$ cat src/rtl/mem_stage_wb_reg.sv
// MEM stage with req/ack data-memory access, upstream stall, MEM/WB pipeline
// register and a timeout watchdog that turns a hung access into a bubble.
module mem_stage_wb_reg #(
    parameter int unsigned DATA_W   = 21,
    parameter int unsigned ADDR_W   = 16,
    parameter int unsigned REG_W    = 4,
    parameter int unsigned MAX_WAIT = 255
) (
    input  logic              clk,
    input  logic              rst,
    input  logic              MemToReg_in,
    input  logic              MemRead_in,
    input  logic              MemWrite_in,
    input  logic              RegWrite_in,
    input  logic [DATA_W-1:0] alu_in,
    input  logic [DATA_W-1:0] RD3_in,
    input  logic [REG_W-1:0]  RR3_in,
    output logic              stall_out,
    output logic              mem_req,
    output logic              mem_we,
    output logic [ADDR_W-1:0] mem_addr,
    output logic [DATA_W-1:0] mem_wdata,
    input  logic [DATA_W-1:0] mem_rdata,
    input  logic              mem_ack,
    output logic              mem_err,
    output logic              MemToReg_out,
    output logic              RegWrite_out,
    output logic [DATA_W-1:0] alu_out,
    output logic [DATA_W-1:0] read_data_out,
    output logic [REG_W-1:0]  RR3_out
);

    localparam int unsigned CNT_W = $clog2(MAX_WAIT + 1);

    typedef enum logic {
        S_IDLE,
        S_WAIT
    } state_t;

    state_t              state;
    logic [CNT_W-1:0]    cnt;
    logic                lat_mtr;
    logic                lat_rw;
    logic [DATA_W-1:0]   lat_alu;
    logic [REG_W-1:0]    lat_rr3;
    logic                mem_op;
    logic                timeout;

    assign mem_op  = MemRead_in | MemWrite_in;
    assign timeout = (state == S_WAIT) && !mem_ack && (cnt == CNT_W'(MAX_WAIT - 1));

    // The timeout cycle does not stall, so the faulted instruction is dropped.
    always_comb begin
        stall_out = 1'b0;
        if (state == S_IDLE)
            stall_out = mem_op;
        else
            stall_out = !mem_ack && !timeout;
    end

    always_ff @(posedge clk) begin
        if (rst) begin
            state         <= S_IDLE;
            cnt           <= '0;
            lat_mtr       <= 1'b0;
            lat_rw        <= 1'b0;
            lat_alu       <= '0;
            lat_rr3       <= '0;
            mem_req       <= 1'b0;
            mem_we        <= 1'b0;
            mem_addr      <= '0;
            mem_wdata     <= '0;
            mem_err       <= 1'b0;
            MemToReg_out  <= 1'b0;
            RegWrite_out  <= 1'b0;
            alu_out       <= '0;
            read_data_out <= '0;
            RR3_out       <= '0;
        end else begin
            // MEM/WB defaults to a bubble; only retiring instructions override it.
            MemToReg_out  <= 1'b0;
            RegWrite_out  <= 1'b0;
            alu_out       <= '0;
            read_data_out <= '0;
            RR3_out       <= '0;
            case (state)
                S_IDLE: begin
                    if (mem_op) begin
                        lat_mtr   <= MemToReg_in;
                        lat_rw    <= RegWrite_in;
                        lat_alu   <= alu_in;
                        lat_rr3   <= RR3_in;
                        mem_req   <= 1'b1;
                        mem_we    <= MemWrite_in;
                        mem_addr  <= alu_in[ADDR_W-1:0];
                        mem_wdata <= RD3_in;
                        cnt       <= '0;
                        state     <= S_WAIT;
                    end else begin
                        MemToReg_out <= MemToReg_in;
                        RegWrite_out <= RegWrite_in;
                        alu_out      <= alu_in;
                        RR3_out      <= RR3_in;
                    end
                end
                S_WAIT: begin
                    if (mem_ack) begin
                        MemToReg_out  <= lat_mtr;
                        RegWrite_out  <= lat_rw;
                        alu_out       <= lat_alu;
                        RR3_out       <= lat_rr3;
                        read_data_out <= mem_we ? '0 : mem_rdata;
                        mem_req       <= 1'b0;
                        state         <= S_IDLE;
                    end else if (timeout) begin
                        mem_req <= 1'b0;
                        mem_err <= 1'b1;
                        state   <= S_IDLE;
                    end else begin
                        cnt <= cnt + CNT_W'(1);
                    end
                end
                default: state <= S_IDLE;
            endcase
        end
    end

endmodule
$ cat config.mk
export PLATFORM = sky130hd
export DESIGN_NAME = mem_stage_wb_reg
export DESIGN_NICKNAME = d
export VERILOG_FILES = /design/src/rtl/mem_stage_wb_reg.sv
export SDC_FILE = /design/constraint.sdc
export NUM_CORES = 1
export LEC_CHECK = 0
export CAP_MARGIN = 20
export CORE_ASPECT_RATIO = 0.6
export CORE_MARGIN = 3
export CORE_UTILIZATION = 42
export DETAILED_ROUTE_END_ITERATION = 10
export HOLD_SLACK_MARGIN = 0.05
export PLACE_DENSITY = 0.8
export SKIP_CTS_REPAIR_TIMING = 1
export SLEW_MARGIN = 20
export SYNTH_ARGS = -nofsm -noshare
export SYNTH_HDL_FRONTEND = slang
export SYNTH_SLANG_ARGS = --single-unit
$ cat constraint.sdc
create_clock -name clk -period 2 [get_ports clk]
set_clock_uncertainty 0.2 [all_clocks]
set_input_delay 0.3 -clock clk [delete_from_list [all_inputs] [get_ports clk]]
set_output_delay 0.3 -clock clk [all_outputs]
set_load 0.02 [all_outputs]
==> metrics.txt, run 1 <==
worst vdd ir about 0.00054 V; count of final setup violators 0; Pre-antenna DRT Iters 4; Fillers about 600; Slowest-stage cell, CP or4_1; Synth warnings 0; vias in the first global route 3090; mux contribution to synthesized area 0.271%; initial DRC count 186; Die Area ~10000 um^2; commonest non-fill, non-tap cell in the layout clkdlybuf4s50_1; Yosys cell types 32; CTS H-tree lvls 3; detailed-route via count 3258; Total GRT Usage roughly a fifth; WP data arrival just under 2000 ps; WL final 9.77 mm; maximum clock rate about 520 MHz; DP Wirelength roughly 7.1 mm; drt drc 0; clock latency on the worst-skew pair roughly 330 ps; number of synthesized register bits approximately 110; number of primary I/O pins 163; total grt overflow 0; Min-Delay Path Depth 2; chip height 78.7 um; Synth Area in Adders less than 1%; floorplan row count 25; main combinational cell family by area after synthesis simple AND/OR/NAND/NOR gates; nets@finish 628; max incr delay on CP around 460 ps; fin area slightly below 6000 um^2; # Max-Cap Violations 0; Post-Synth XOR/XNOR Area less than 1%; setup TNS 0 ps; Reg clk slew, reported paths 60 ps; layout cell share with drive strength beyond 1 under 10%; synthesized area per cell approximately 9.4 um^2; initial antenna violation count 0; RSZ-0062 raised after global routing false; Crit path depth 8; final worst setup slack around 90 ps; fin. max-slew vios 0; CTS max path bufs 2; first-pass GRT wire length ~15 mm; area grow syn2layout 57.4%; HP Class flop to flop; Post-Synth Simple-Gate Area 18.0%; Inserted Diodes 0; fin cells between 600 and 700; RePlAce Congestion 0.854; register area share after synthesis about three fifths; cells after synthesis around 390; commonest cells after routing, fill and taps aside clkdlybuf4s50_1 (160), dfxtp_1 (108), nand2_1 (103); Initial Util 45.1%; core area 8200 um^2; clk sinks around 110; Final period util between 90% and 100%; worst-path cell chain inv_1 > ha_1 > nand3_2 > o21ai_2 > buf_4 > buf_4 > or4_1 > a21oi_1; Final ANT Viol Nets 0; Overall Power roughly 0.005 W; WP data required around 2000 ps; fin crit period about 1900 ps; CTS tree yes; Die Wd 127 um; buffer and inverter count on the worst path 3; vias per cell between 4 and 5; Critical Path Source Type flop; Final Hold Viols 0; Rel. slew slack 62.2%; FF-to-FF path depth 8; leak pwr about 2.3 nW; TritonCTS Buffers 9; Avg WL per Cell around 15 um; Setup crit end kind flop; placed cell area between 5000 and 6000 um^2; Synth Area in Compound Gates between 15 and 20%; status finished clean; Top cell by count, worst path buf_4; DP Cell Count between 600 and 700; largest net degree at the start of global routing 31; Worst-Margin Slew about 570 ps; CP Max Fanout 7; root buffer cell clkbuf_16; CP top delay family simple AND/OR/NAND/NOR gates; DP Worst Slack -170 ps; Syn Nets between 400 and 500; I/O Buffers about 160; cell area after synthesis approximately 3700 um^2; critical path class flop to flop; PD cells 860 nW/um^2
## registers in the layout, indices dropped and copies added (netlist names), 4 cells and up
| name | count |
|---|---|
| alu_out | 21 |
| mem_wdata | 21 |
| read_data_out | 21 |
| mem_addr | 15 |
| cnt | 8 |
| lat_alu | 6 |
| RR3_out | 4 |
| lat_rr3 | 4 |
## cells in the mapped netlist
cell type,number,area (um^2)
nor3_1,2,10.0
o31ai_1,3,22.5
nor2_1,8,30.0
ha_1,2,25.0
buf_4,16,120
and4b_1,1,10.0
and2_1,21,131
clkbuf_1,19,71.3
a21oi_1,52,260
nand4b_1,1,8.76
nand4_1,1,6.26
dfxtp_1,108,2160
buf_2,3,15.0
nand3_1,3,15.0
nand4bb_1,1,11.3
o21ai_2,1,8.76
a22o_1,27,236
and2b_2,1,8.76
xor2_1,3,26.3
nand2b_1,1,6.26
mux2i_1,1,10.0
o21ba_2,1,10.0
o21ai_0,1,5.00
buf_1,2,7.51
nand2_1,103,387
o21a_1,1,7.51
o211ai_1,3,22.5
or3_1,1,6.26
o21bai_2,1,11.3
or4_1,2,15.0
inv_1,3,11.3
nor4_4,1,21.3
## through the flow
step	util (%)	hold WS, ps
2_1_floorplan	-	222
3_3_place_gp	66.9	239
3_5_place_dp	66.9	246
4_1_cts	71.0	255
5_1_grt	71.1	273
6_report	71.1	252
## area by class of cell
cell class              instances  area [um^2]  share of cell area, %
inverters                       3         11.3                  0.193
clock buffers                  12          236                   4.06
multi-input cells             243         1330                   22.9
repair buffers                187         1850                   31.8
flip-flops and latches        108         2160                   37.1
clock inverters                 4         97.6                   1.68
well taps                     108          135                   2.32
## worst paths after layout
kind | startpoint | endpoint | slack (ps)
min | mem_err | mem_err | 250
max | cnt[0] | cnt[5] | 90
min reg2reg | mem_err | mem_err | 250
max reg2reg | cnt[0] | cnt[5] | 90
## routing by layer
metal / up-vias / part of all wire [%] / track usage [%]
met3: 13 / 10 / 7.80
met2: 139 / 46 / 30.9
li1: 1611 / - / -
met1: 1495 / 42 / 24.2
met5: - / 0 / 0
met4: 0 / 1.4 / 5.89
## tightest hold or removal path, delay by kind of cell (launching register included)
| kind | cells | cell delay, ps |
|---|---|---|
| buf+inv | 1 | 50 |
| flops | 1 | 310 |
| compound gates | 1 | 50 |
## power breakdown
group / switching [W] / internal, W / total (W)
combinational: 0.000358 / 0.000389 / 0.000747
clock: 0.000724 / 0.00123 / 0.00195
sequential: 0.0000537 / 0.00226 / 0.00231
## cell families after synthesis
| kind of cell | after synthesis |
|---|---|
| compound gates | 90 |
| xor+xnor | 3 |
| fa+ha+maj | 2 |
| buf+inv | 43 |
| flops | 108 |
| mux | 1 |
| simple gates | 147 |
No activity file was read; power rests on OpenSTA's default activity.
==> run 2, diff against run 1 <==
--- a/config.mk
+++ b/config.mk
@@ -5,13 +5,13 @@
 export SDC_FILE = /design/constraint.sdc
 export NUM_CORES = 1
 export LEC_CHECK = 0
-export CAP_MARGIN = 20
 export CORE_ASPECT_RATIO = 0.6
 export CORE_MARGIN = 3
-export CORE_UTILIZATION = 42
+export CORE_UTILIZATION = 43
+export CTS_BUF_LIST = sky130_fd_sc_hd__clkbuf_4 sky130_fd_sc_hd__clkbuf_8
 export DETAILED_ROUTE_END_ITERATION = 10
 export HOLD_SLACK_MARGIN = 0.05
-export PLACE_DENSITY = 0.8
+export PLACE_DENSITY = 0.82
 export SKIP_CTS_REPAIR_TIMING = 1
 export SLEW_MARGIN = 20
 export SYNTH_ARGS = -nofsm -noshare
==> metrics.txt, run 2 (synthesis gave the netlist of run 1 again) <==
total grt overflow 0; area grow syn2layout 53.5%; commonest non-fill, non-tap cell in the layout clkdlybuf4s50_1; initial antenna violation count 0; WP data required 1500 ps; leak pwr ~2.2 nW; Rel. slew slack 52.2%; Fillers between 600 and 700; I/O Buffers about 160; Comb pwr share about 18%; maximum clock rate 518 MHz; Clk pwr share between 20% and 30%; Reg2Reg Setup Slack 210 ps; HP Class input pin to flop; critical path class flop to output port; worst-path cell chain inv_1 > ha_2 > nand3_2 > o21ai_2 > nand2_1 > buf_6; Setup crit end kind output port; Pre-antenna DRT Iters 4; Slowest-stage cell, CP dfxtp_2; floorplan row count 25; WP data arrival 1430 ps; Die Area a little under 10000 um^2; max incr delay on CP 330 ps; chip height ~78 um; Psw around 0.0011 W; Inserted Diodes 0; CTS H-tree lvls 3; final worst setup slack about 70 ps; Critical Path Source Type flop; initial DRC count 201; TritonCTS Buffers 9; root buffer cell clkbuf_8; vias in the first global route around 3.1k; drt drc 0; detailed-route via count roughly 3.3k; Net Sw Frac 26.8%; count of final setup violators 0; DP Wirelength 7.25 mm; Final period util between 90% and 100%; commonest cells after routing, fill and taps aside clkdlybuf4s50_1 (160), dfxtp_1 (107), nand2_1 (103); Worst-Margin Slew between 700 and 800 ps; fin crit period just under 2000 ps; biggest regs alu_out: 21 flops, mem_wdata: 21 flops, read_data_out: 21 flops; Finished Core Util between 70% and 80%; fin area between 5000 and 6000 um^2; placed cell area 5480 um^2; layout cell share with drive strength beyond 1 8.70%; RePlAce Congestion roughly 0.79; clk sinks between 100 and 150; clock latency on the worst-skew pair between 300 and 400 ps; Sequential Power Share 53.8%; nets@finish 623; core area 8100 um^2; number of primary I/O pins ~160; status finished clean; worst vdd ir approximately 0.00056 V; fin. max-slew vios 0; Reg clk slew, reported paths roughly 100 ps; Initial Util 45.7%; Total GRT Usage roughly a fifth; vias per cell a little under 5; Final ANT Viol Nets 0; CTS max path bufs 2; WL final between 9 and 10 mm; largest net degree at the start of global routing 60; setup TNS 0 ps; Die Wd approximately 130 um; CTS tree yes; PD cells about 760 nW/um^2; # Max-Cap Violations 0; internal power between 0.003 and 0.004 W; first-pass GRT wire length ~16 mm; worst hold slack 240 ps; CP Max Fanout 2; DP Worst Slack -231 ps; Avg WL per Cell 15.1 um; Final Hold Viols 0
-- run 2: cell types whose count changed in the layout (fill, tap and decap cells not counted), moves of 2 or more --
cell        delta
clkbuf_8      +10
clkbuf_16      -9
buf_4          -7
bufinv_16      -3
clkbuf_1       -3
buf_12         +2
clkinv_4       +2
clkinvlp_4     +2
-- run 2: layer usage --
| layer | wire (um) | track usage (%) | vias to the layer above |
|---|---|---|---|
| met1 | 4170 | 24.5 | 1505 |
| li1 | - | - | 1604 |
| met2 | 4710 | 34.2 | 134 |
| met3 | 1000 | 9.08 | 8 |
| met5 | 0 | 0 | - |
| met4 | 84 | 4.50 | 0 |
-- run 2: path summary, 6_finish.rpt --
| kind | start | end | cells past startpoint |
|---|---|---|---|
| setup / recovery | cnt[0] | stall_out | 6 |
| setup reg to reg | state | mem_wdata[11] | 5 |
| hold / removal | rst | lat_alu[15] | 3 |
| hold reg to reg | mem_err | mem_err | 2 |
-- run 2: metrics by stage --
step | std cells | total power [W]
after global placement | 644 | 0.00309
after global routing | 660 | 0.00450
after CTS | 660 | 0.00433
final | 660 | 0.00429
after floorplan | 394 | 0.00270
after detailed placement | 644 | 0.00312
-- run 2: final cells by class --
class                           count  area, um^2  share of cell area (%)
Clock buffer                       10         138                    2.42
Multi-Input combinational cell    243        1340                    23.6
Timing Repair Buffer              182        1840                    32.5
Sequential cell                   108        2160                    38.1
Inverter                            3        11.3                   0.198
Tap cell                          108         135                    2.38
Clock inverter                      6        48.8                   0.859
-- run 2: critical path: cells and delay by family (launching register included) --
family	cells	cell delay (ps)
buffers and inverters	2	180
AO/OA/AOI/OAI	1	170
AND/OR/NAND/NOR	2	180
flip-flops	1	330
adder cells (fa/ha/maj)	1	190
-- run 2: power groups by stage --
stage	Sequential (W)	Combinational [W]	Clock [W]
final	0.00231	0.000755	0.00123
after global routing	0.00233	0.000809	0.00137
after CTS	0.00231	0.000760	0.00126
after detailed placement	0.00236	0.000757	0
after global placement	0.00235	0.000740	0
after floorplan	0.00243	0.000270	0
==> run 3, diff against run 2 <==
==> constraint.sdc (replaced) <==
create_clock -name clk -period 2 [get_ports clk]
set_clock_uncertainty 0.2 [all_clocks]
set_input_delay 0.4 -clock clk [delete_from_list [all_inputs] [get_ports clk]]
set_output_delay 0.4 -clock clk [all_outputs]
set_load 0.02 [all_outputs]
==> metrics.txt, run 3 (synthesis gave the netlist of run 1 again) <==
WL final between 9 and 10 mm; WP data arrival 1380 ps; Reg2Reg Setup Slack 130 ps; initial antenna violation count 0; Pre-antenna DRT Iters 4; setup TNS 0 ps; RSZ-0062 raised after global routing true; met3 WL about 1.1 mm; Setup crit end kind output port; total grt overflow 0; nets@finish ~630; vias in the first global route between 3k and 4k; leak pwr approximately 2.5 nW; critical path endpoint stall_out; detailed-route via count approximately 3.3k; I/O Buffers around 160; biggest regs alu_out: 21 flops, mem_wdata: 21 flops, read_data_out: 21 flops; RePlAce Congestion 0.785; Final period util between 90% and 100%; Worst-Margin Slew roughly 700 ps; WP data required about 1400 ps; FF-to-FF path depth 8; clock latency on the worst-skew pair between 300 and 400 ps; fin. max-slew vios 0; CTS max path bufs 2; maximum clock rate around 500 MHz; critical path class flop to output port; drt drc 0; Inserted Diodes 0; highest routed metal layer met4; CP Max Fanout 2; Die Area 9790 um^2; first-pass GRT wire length 15.4 mm; worst vdd ir approximately 0.00046 V; critical path launch point cnt[0]; Reg-to-Reg End cnt[5]; area grow syn2layout 56.2%; Final ANT Viol Nets 0; floorplan row count 25; fin crit period slightly below 2000 ps; Met2 Routed Length between 4 and 5 mm; commonest non-fill, non-tap cell in the layout clkdlybuf4s50_1; root buffer cell clkbuf_8; Critical Path Source Type flop; reg2reg start cnt[0]; TritonCTS Buffers 9; status finished clean; Initial Util around 46%; Total GRT Usage between 10% and 20%; Final Hold Viols 0; Finished Core Util 71.3%; CTS tree yes; HP Class flop to flop; number of primary I/O pins ~160; # Max-Cap Violations 0; DP Wirelength 7.16 mm; CTS H-tree lvls 3; largest net degree at the start of global routing 37; Avg WL per Cell 14.8 um; count of final setup violators 0; wl on met1 around 4.3 mm; layout cell share with drive strength beyond 1 10.0%; core area 8100 um^2; clk sinks approximately 110; vias per cell roughly 5; Reg clk slew, reported paths about 90 ps; chip height about 78 um; worst hold slack 257 ps; initial DRC count roughly 180; commonest cells after routing, fill and taps aside clkdlybuf4s50_1 (143), dfxtp_1 (107), nand2_1 (103); Die Wd about 130 um; Rel. slew slack a little over half; PD cells around 750 nW/um^2
## run 3: cell count changes in the layout (fill, tap and decap cells not counted), moves of 2 or more
cell,change
dlymetal6s2s_1,+17
buf_12,-2
clkinv_4,-2
clkdlybuf4s50_1,-17
clkinvlp_4,-2
clkinv_2,+3
buf_4,+10
## run 3: routing by layer
layer / vias up / global-route usage [%]
met5: - / 0
met1: 1491 / 24.9
met4: 0 / 5.78
li1: 1617 / -
met3: 15 / 9.01
met2: 152 / 30.2
## run 3: worst min path at each step
stage	start	end	slack, ps	cells after the start
floorplan	lat_alu[16]	lat_alu[16]	240	2
global placement	mem_err	mem_err	240	2
detailed placement	lat_rr3[0]	lat_rr3[0]	250	2
CTS	lat_rr3[0]	lat_rr3[0]	260	2
global route	lat_alu[20]	lat_alu[20]	280	2
finish	lat_rr3[3]	lat_rr3[3]	260	2
## run 3: critical path, stage by stage (launching register included)
cell and delay [ps]:
dfxtp_2 330, inv_2 60, ha_4 150, nand3_4 90, o21ai_2 160, nand2_1 90
buf_6 140
## run 3: per-stage QoR
step / instance area, um^2 / power, W / worst slack [ps] / cells
2_1_floorplan: 3700 / 0.00270 / 267 / 394
3_3_place_gp: 5500 / 0.00309 / -446 / 650
3_5_place_dp: 5500 / 0.00311 / -388 / 650
4_1_cts: 5690 / 0.00441 / -464 / 665
5_1_grt: 5780 / 0.00456 / -64.6 / 667
6_report: 5780 / 0.00436 / 19.0 / 667
## run 3: cell type report
class / instances / area (um^2)
Sequential cell: 108 / 2160
Inverter: 3 / 11.3
Fill cell: 596 / 2320
Clock inverter: 5 / 52.6
Multi-Input combinational cell: 243 / 1360
Tap cell: 108 / 135
Clock buffer: 10 / 138
Timing Repair Buffer: 190 / 1920
## run 3: where the power goes
group	internal [W]	switching, W	total (W)
clock network	0.000600	0.000696	0.00130
registers	0.00226	0.0000532	0.00231
logic	0.000391	0.000360	0.000752
total	0.00325	0.00111	0.00436
